## config.mk

```make
export PLATFORM = sky130hd
export DESIGN_NAME = jedro_1_branch_unit
export DESIGN_NICKNAME = d
export VERILOG_FILES = /design/src/rtl/jedro_1_branch_pkg.sv /design/src/rtl/jedro_1_branch_cmp.sv /design/src/rtl/jedro_1_branch_unit.sv
export SDC_FILE = /design/constraint.sdc
export NUM_CORES = 1
export LEC_CHECK = 0
export CORE_MARGIN = 1.5
export CORE_UTILIZATION = 50
export CTS_BUF_LIST = sky130_fd_sc_hd__clkbuf_8 sky130_fd_sc_hd__clkbuf_16
export CTS_CLUSTER_DIAMETER = 60
export CTS_CLUSTER_SIZE = 24
export DETAILED_ROUTE_END_ITERATION = 10
export PLACE_DENSITY = 0.87
export SYNTH_ARGS = -nofsm -noshare
export SYNTH_HDL_FRONTEND = slang
export SYNTH_SLANG_ARGS = --single-unit
```

## constraint.sdc

```tcl
create_clock -name clk_i -period 5 [get_ports clk_i]
set_clock_uncertainty 0.1 [all_clocks]
set_input_delay 1 -clock clk_i [delete_from_list [all_inputs] [get_ports clk_i]]
set_output_delay 1 -clock clk_i [all_outputs]
set_load 0.02 [all_outputs]
```

## src/rtl/jedro_1_branch_pkg.sv

```systemverilog
// Shared types for the jedro_1 branch resolution unit: RV32I branch funct3
// encodings and the flush FSM states.
package jedro_1_branch_pkg;

    typedef enum logic [2:0] {
        BEQ  = 3'b000,
        BNE  = 3'b001,
        BLT  = 3'b100,
        BGE  = 3'b101,
        BLTU = 3'b110,
        BGEU = 3'b111
    } funct3_e;

    typedef enum logic {
        IDLE  = 1'b0,
        FLUSH = 1'b1
    } state_e;

endpackage

```

## src/rtl/jedro_1_branch_cmp.sv

```systemverilog
// Combinational branch condition evaluator. Produces the raw branch
// condition for the six RV32I branch types and flags the two unused funct3
// codes (010, 011) as illegal; cond is forced low for illegal codes.
module jedro_1_branch_cmp
    import jedro_1_branch_pkg::*;
#(
    parameter int DATA_WIDTH = 32
) (
    input  logic [2:0]            funct3,
    input  logic [DATA_WIDTH-1:0] rs1,
    input  logic [DATA_WIDTH-1:0] rs2,
    output logic                  cond,
    output logic                  illegal
);

    // Decode funct3 and evaluate the matching comparison.
    always_comb begin
        // NOTE: every output gets a default before the case so no path leaves
        // it unassigned, which would otherwise infer a latch.
        cond    = 1'b0;
        illegal = 1'b0;
        case (funct3)
            BEQ:     cond = (rs1 == rs2);
            BNE:     cond = (rs1 != rs2);
            BLT:     cond = ($signed(rs1) <  $signed(rs2));
            BGE:     cond = ($signed(rs1) >= $signed(rs2));
            BLTU:    cond = (rs1 <  rs2);
            BGEU:    cond = (rs1 >= rs2);
            default: illegal = 1'b1;
        endcase
    end

endmodule

```

## src/rtl/jedro_1_branch_unit.sv

```systemverilog
// Branch resolution unit for the jedro_1 core. Evaluates a conditional
// branch, reports its target, raises a FLUSH_CYCLES-long flush on taken
// branches (stalling new ops meanwhile) and keeps saturating taken /
// not-taken statistics.
module jedro_1_branch_unit
    import jedro_1_branch_pkg::*;
#(
    parameter int DATA_WIDTH   = 32,
    parameter int ADDR_WIDTH   = 32,
    parameter int FLUSH_CYCLES = 2,
    parameter int CNT_WIDTH    = 16
) (
    input  logic                  clk_i,
    input  logic                  rst_i,
    input  logic                  valid_i,
    output logic                  ready_o,
    input  logic [2:0]            funct3_i,
    input  logic [DATA_WIDTH-1:0] rs1_i,
    input  logic [DATA_WIDTH-1:0] rs2_i,
    input  logic [ADDR_WIDTH-1:0] pc_i,
    input  logic [ADDR_WIDTH-1:0] imm_i,
    input  logic                  clr_cnt_i,
    output logic                  valid_o,
    output logic                  taken_o,
    output logic [ADDR_WIDTH-1:0] target_o,
    output logic                  illegal_o,
    output logic                  misaligned_o,
    output logic                  flush_o,
    output logic [CNT_WIDTH-1:0]  taken_cnt_o,
    output logic [CNT_WIDTH-1:0]  nottaken_cnt_o
);

    localparam int                 FCW        = $clog2(FLUSH_CYCLES + 1);
    localparam logic [FCW-1:0]     FLUSH_LOAD = FCW'(FLUSH_CYCLES - 1);
    localparam logic [CNT_WIDTH-1:0] CNT_MAX  = '1;

    state_e                state;
    logic [FCW-1:0]        flush_cnt;
    logic                  cond;
    logic                  illegal;
    logic                  accept;
    logic                  misaligned;
    logic                  taken;
    logic                  count_taken;
    logic                  count_nottaken;
    logic [ADDR_WIDTH-1:0] target;

    jedro_1_branch_cmp #(
        .DATA_WIDTH(DATA_WIDTH)
    ) u_cmp (
        .funct3  (funct3_i),
        .rs1     (rs1_i),
        .rs2     (rs2_i),
        .cond    (cond),
        .illegal (illegal)
    );

    // Readiness comes only from FSM state and reset, never from valid_i.
    assign ready_o        = (state == IDLE) && !rst_i;
    assign accept         = valid_i && ready_o;
    assign target         = pc_i + imm_i;
    // A true condition with an unaligned target is reported, not taken.
    assign misaligned     = cond && (target[1:0] != 2'b00);
    assign taken          = cond && !misaligned;
    assign count_taken    = accept && taken;
    assign count_nottaken = accept && !illegal && !cond;

    // Result registers: valid_o pulses one cycle, the rest hold until the next accept.
    always_ff @(posedge clk_i) begin
        // NOTE: sequential state uses non-blocking assignments so every
        // register samples pre-edge values regardless of statement order.
        if (rst_i) begin
            valid_o      <= 1'b0;
            taken_o      <= 1'b0;
            target_o     <= '0;
            illegal_o    <= 1'b0;
            misaligned_o <= 1'b0;
        end else begin
            valid_o <= accept;
            if (accept) begin
                taken_o      <= taken;
                target_o     <= target;
                illegal_o    <= illegal;
                misaligned_o <= misaligned;
            end
        end
    end

    // Flush FSM: a taken branch holds flush_o high for FLUSH_CYCLES cycles.
    always_ff @(posedge clk_i) begin
        if (rst_i) begin
            state     <= IDLE;
            flush_cnt <= '0;
            flush_o   <= 1'b0;
        end else begin
            case (state)
                IDLE: begin
                    if (count_taken) begin
                        state     <= FLUSH;
                        flush_cnt <= FLUSH_LOAD;
                        flush_o   <= 1'b1;
                    end
                end
                FLUSH: begin
                    if (flush_cnt == '0) begin
                        state   <= IDLE;
                        flush_o <= 1'b0;
                    end else begin
                        flush_cnt <= flush_cnt - 1'b1;
                    end
                end
                default: begin
                    state   <= IDLE;
                    flush_o <= 1'b0;
                end
            endcase
        end
    end

    // Saturating statistics; a clear request overrides a same-cycle increment.
    always_ff @(posedge clk_i) begin
        if (rst_i || clr_cnt_i) begin
            taken_cnt_o    <= '0;
            nottaken_cnt_o <= '0;
        end else begin
            if (count_taken && (taken_cnt_o != CNT_MAX)) begin
                taken_cnt_o <= taken_cnt_o + 1'b1;
            end
            if (count_nottaken && (nottaken_cnt_o != CNT_MAX)) begin
                nottaken_cnt_o <= nottaken_cnt_o + 1'b1;
            end
        end
    end

endmodule

```

==> metrics.md <==
| Metric | Value |
|---|---|
| Run status | `complete, no violations` |
| Leakage power summed over all cells | `3.224 nW` |
| Arrival time at the worst endpoint | `4.40 ns` |
| Crit share post-route | `0.8490` |
| Critical Path Sink Type | `register` |
| Startpoint of the most critical setup path | `rs2_i[14]` |
| Slowest stage delay, CP | `about 0.56 ns` |
| Via count of the first global-routing pass | `between 6000 and 7000` |
| DIE HEIGHT | `110.8 µm` |
| Largest net degree at the start of global routing | `54` |
| Sequential Area | `between 0.001 and 0.0015 mm²` |
| Initial antenna violation count | `0` |
| Horizontal die dimension | `about 110 µm` |
| Violation count after the first detailed-route iteration | `366` |
| Number of nets in the synthesized netlist | `941` |
| Number of cell rows | `39` |
| Number of synthesized flops with an enable pin | `0` |
| Max Freq | `235.6 MHz` |
| Most area-hungry cell type in the Yosys netlist | `sky130_fd_sc_hd__dfxtp_1` |
| Grt ovf | `0` |
| DRC errors left | `0` |
| Number of detailed-route iterations in the first pass | `7` |
| Total half-perimeter wirelength after legalization and detailed placement | `12.89 mm` |
| Endpoint of the worst hold path | `flush_o$_SDFFE_PP0P_` |
| Seq/Total Area, Yosys | `0.2483` |
| Via density | `5.871` |
| Netlist area before placement | `0.005806 mm²` |
| Number of standard cells after synthesis | `about 740` |
| Fin crit period | `4.245 ns` |
| Worst hold start | `flush_o$_SDFFE_PP0P_` |
| Clock Root Buffer | `sky130_fd_sc_hd__clkbuf_16` |
| Global-route usage over all layers | `0.2672` |
| Antenna viol nets, final | `0` |
| Wirelength, routed | `16.52 mm` |
| Post-CTS repair timing setup buffer count | `0` |
| FFs w/ async S/R, synth | `0` |
| Count of different cell masters after synthesis | `just over 60` |
| CTS Hold Buffers Added | `0` |
| Number of cells upsized or downsized after cts | `0` |
| Vias after detailed routing | `6329` |
| Worst Path Buf+Inv | `2` |
| Biggest area contributors in the synthesized netlist | `sky130_fd_sc_hd__dfxtp_1, sky130_fd_sc_hd__ha_1, sky130_fd_sc_hd__a21oi_1, sky130_fd_sc_hd__nand2_1, sky130_fd_sc_hd__nand3b_1` |
| Syn avg cell area | `roughly 8 µm²` |
| Measured slew at the worst slew-check pin | `0.8302 ns` |
| Count of fill cells added during filler insertion | `between 800 and 900` |
| Area of the placeable core | `about 0.011 mm²` |
| Worst vdd rail ir drop | `0.0001872 V` |
| Fraction of layout instances using a drive strength above 1 | `0.03957` |
| Sequence of cells on the critical path | `clkdlybuf4s50_1 > inv_1 > ha_1 > a21oi_1 > nand2_1 > a221o_1 > o31a_1 > or4b_4 > a32o_1 > or4_1 > a21oi_1` |
| Standard cell with the maximum stage delay on the critical path | `sky130_fd_sc_hd__or4_1` |
| Crit Path Max Fanout | `21` |
| Setup slack, reg-to-reg | `2.20 ns` |
| Min-delay worst type | `reg2reg` |
| TritonCTS clock tree | `yes` |
| Setup repair after global routing missed its margin | `no` |
| Hold_ws | `around 0.37 ns` |
| Required time of the worst setup path | `5.16 ns` |
| Layout Area Growth over Synthesis | `42.80%` |
| Setup violators final | `0` |
| Cell depth of the worst hold path | `2` |
| Number of buffers created by CTS | `9` |
| Utilization after layout | `0.7292` |
| I/O pin cnt | `205` |
| Synth Warn # | `0` |
| Die area | `0.01227 mm²` |
| Area of the multi-input gates | `0.004030 mm²` |
| Number of maximum-capacitance violations | `0` |
| Placer Congestion | `0.8924` |
| Endpoint of the worst register-to-register path | `nottaken_cnt_o[2]$_SDFFE_PP0P_` |
| Critical path type | `in2reg` |
| Max_slew headroom | `0.4445` |
| Worst r2r src | `nottaken_cnt_o[2]$_SDFFE_PP0P_` |
| Largest buffer count on any clock path | `2` |
| Clock transition at path regs | `0.06 ns` |
| Input/output buffers | `204` |
| Setup TNS | `0 ns` |
| Final max-slew violation count | `0` |
| Crit-path leading delay family | `compound AO/OA/AOI/OAI gates` |
| Share of the synthesized area in the top cell type | `0.2483` |
| Number of hold violations in the final report | `0` |
| H-Tree Depth | `3` |
| Register bit total from synthesis | `between 70 and 80` |
| Number of nets in the finished design | `roughly 1100` |
| # diodes | `0` |
| First-pass GRT wire length | `between 20 and 30 mm` |
| Top FF cell, synth | `sky130_fd_sc_hd__dfxtp_1` |
| Worst-Skew Late Latency | `0.33 ns` |
| Most used cell along the critical path | `sky130_fd_sc_hd__a21oi_1` |
| Worst-case reg-to-reg path depth | `7` |
| Ratio of total power to cell area | `232.8 mW/mm²` |
| TritonCTS sink count | `72` |
| Startpoint type of the worst setup path | `input port` |
| Routed len/inst | `~15 µm` |
| Initial core utilization | `0.5106` |
[stage by stage]
| step | total power, mW | setup slack [ns] | area, µm² | std cells |
|---|---|---|---|---|
| finish | 1.930 | 0.7551 | 8290 | 1078 |
| CTS | 1.935 | 0.7710 | 8290 | 1078 |
| detailed placement | 1.226 | 0.4259 | 7963 | 1062 |
| floorplan | 0.9721 | 1.214 | 5806 | 739 |
| global route | 2.023 | 0.4064 | 8290 | 1078 |
| global placement | 1.220 | 0.4858 | 7963 | 1062 |
[worst min-delay path, delay by kind of cell, from the launching register on]
family | cells | cell delay, ns
AOI/OAI and AO/OA | 1 | 0.06
DFF | 1 | 0.31
buffers and inverters | 1 | 0.04
[placed cells by master, fill, tap and decap left out, types with 3 or more instances in the layout]
cell,count
sky130_fd_sc_hd__a2111o_1,9
sky130_fd_sc_hd__a2111oi_0,3
sky130_fd_sc_hd__a211o_1,4
sky130_fd_sc_hd__a211oi_1,11
sky130_fd_sc_hd__a21o_1,17
sky130_fd_sc_hd__a21oi_1,52
sky130_fd_sc_hd__a221oi_1,4
sky130_fd_sc_hd__a311oi_1,3
sky130_fd_sc_hd__a31o_2,3
sky130_fd_sc_hd__and2_1,3
sky130_fd_sc_hd__and3_1,5
sky130_fd_sc_hd__and4_1,5
sky130_fd_sc_hd__buf_4,9
sky130_fd_sc_hd__clkbuf_16,9
sky130_fd_sc_hd__clkdlybuf4s50_1,204
sky130_fd_sc_hd__dfxtp_1,72
sky130_fd_sc_hd__ha_1,66
sky130_fd_sc_hd__inv_1,53
sky130_fd_sc_hd__mux2i_1,13
sky130_fd_sc_hd__nand2_1,68
sky130_fd_sc_hd__nand2b_1,7
sky130_fd_sc_hd__nand3_1,30
sky130_fd_sc_hd__nand3b_1,30
sky130_fd_sc_hd__nand4_1,19
sky130_fd_sc_hd__nor2_1,32
sky130_fd_sc_hd__nor2b_1,5
sky130_fd_sc_hd__nor3_1,17
sky130_fd_sc_hd__nor3b_1,5
sky130_fd_sc_hd__nor4_1,9
sky130_fd_sc_hd__o211ai_1,11
sky130_fd_sc_hd__o21a_1,7
sky130_fd_sc_hd__o21ai_0,44
sky130_fd_sc_hd__o21bai_1,6
sky130_fd_sc_hd__o31ai_1,13
sky130_fd_sc_hd__or2_2,5
sky130_fd_sc_hd__or3_1,20
sky130_fd_sc_hd__or4_1,8
sky130_fd_sc_hd__xnor2_1,14
sky130_fd_sc_hd__xor2_1,7
[power breakdown]
| part | switching (mW) | leakage (nW) | internal (mW) |
|---|---|---|---|
| clock | 0.269 | 0.157 | 0.442 |
| sequential | 0.0215 | 0.588 | 0.610 |
| combinational | 0.289 | 2.48 | 0.298 |
| total | 0.580 | 3.22 | 1.35 |
[layout make-up]
type | count | area share
multi-input cells | 580 | 0.4861
repair buffers | 213 | 0.2545
flip-flops and latches | 72 | 0.1739
clock buffers | 9 | 0.02717
inverters | 54 | 0.02445
well taps | 143 | 0.02158
clock inverters | 7 | 0.01238
[sequential cells by signal (all words and copies together), names as in the netlist]
name and flops:
target_o 32, nottaken_cnt_o 16, taken_cnt_o 16, flush_cnt 2
flush_o 1, illegal_o 1, misaligned_o 1, state 1
taken_o 1, valid_o 1
[logic make-up after synthesis]
group,Yosys count,share of synthesized area
buffers and inverters,87,0.05797
adders and majority gates,67,0.1457
AOI/OAI and AO/OA,207,0.2405
and+or+nand+nor,271,0.2515
muxes,14,0.02435
DFF,72,0.2483
xor gates and xnor gates,21,0.03168
[how the worst max path moves through the flow]
stage / to / slack, ns / depth (start not counted)
6_report: taken_cnt_o[4]$_SDFFE_PP0P_ / 0.76 / 11
3_5_place_dp: nottaken_cnt_o[5]$_SDFFE_PP0P_ / 0.43 / 11
5_1_grt: nottaken_cnt_o[15]$_SDFFE_PP0P_ / 0.41 / 11
2_1_floorplan: taken_cnt_o[13]$_SDFFE_PP0P_ / 1.21 / 12
4_1_cts: taken_cnt_o[4]$_SDFFE_PP0P_ / 0.77 / 11
3_3_place_gp: nottaken_cnt_o[5]$_SDFFE_PP0P_ / 0.49 / 11
[Yosys cell counts, drive strengths merged, types with 2 or more instances]
| master | n |
|---|---|
| a221oi | 4 |
| mux2i | 13 |
| and2 | 3 |
| o21bai | 6 |
| and3 | 5 |
| a21oi | 52 |
| o21ai | 44 |
| a2111oi | 3 |
| nand4 | 19 |
| nor2 | 32 |
| nand3 | 30 |
| o31ai | 13 |
| nor3b | 5 |
| nor4 | 9 |
| nand3b | 30 |
| and4 | 5 |
| o31a | 2 |
| clkbuf | 25 |
| o41ai | 2 |
| o211ai | 11 |
| or3 | 20 |
| a21o | 17 |
| a21boi | 2 |
| or4 | 8 |
| o21a | 7 |
| ha | 66 |
| a2111o | 9 |
| o311ai | 3 |
| dfxtp | 72 |
| a31o | 3 |
| buf | 8 |
| a211o | 4 |
| or2 | 5 |
| a211oi | 11 |
| a311oi | 3 |
| nand2 | 69 |
| xnor2 | 14 |
| nand2b | 7 |
| nor3 | 17 |
| xor2 | 7 |
| nor2b | 5 |
| inv | 53 |
[per-layer routing]
metal / global-route usage / routed length (µm)
met1: 0.3458 / 7174
met4: 0.09145 / 408
met5: 0 / 0
met2: 0.4560 / 7956
met3: 0.03773 / 983
(Power assumes the default switching activity.)
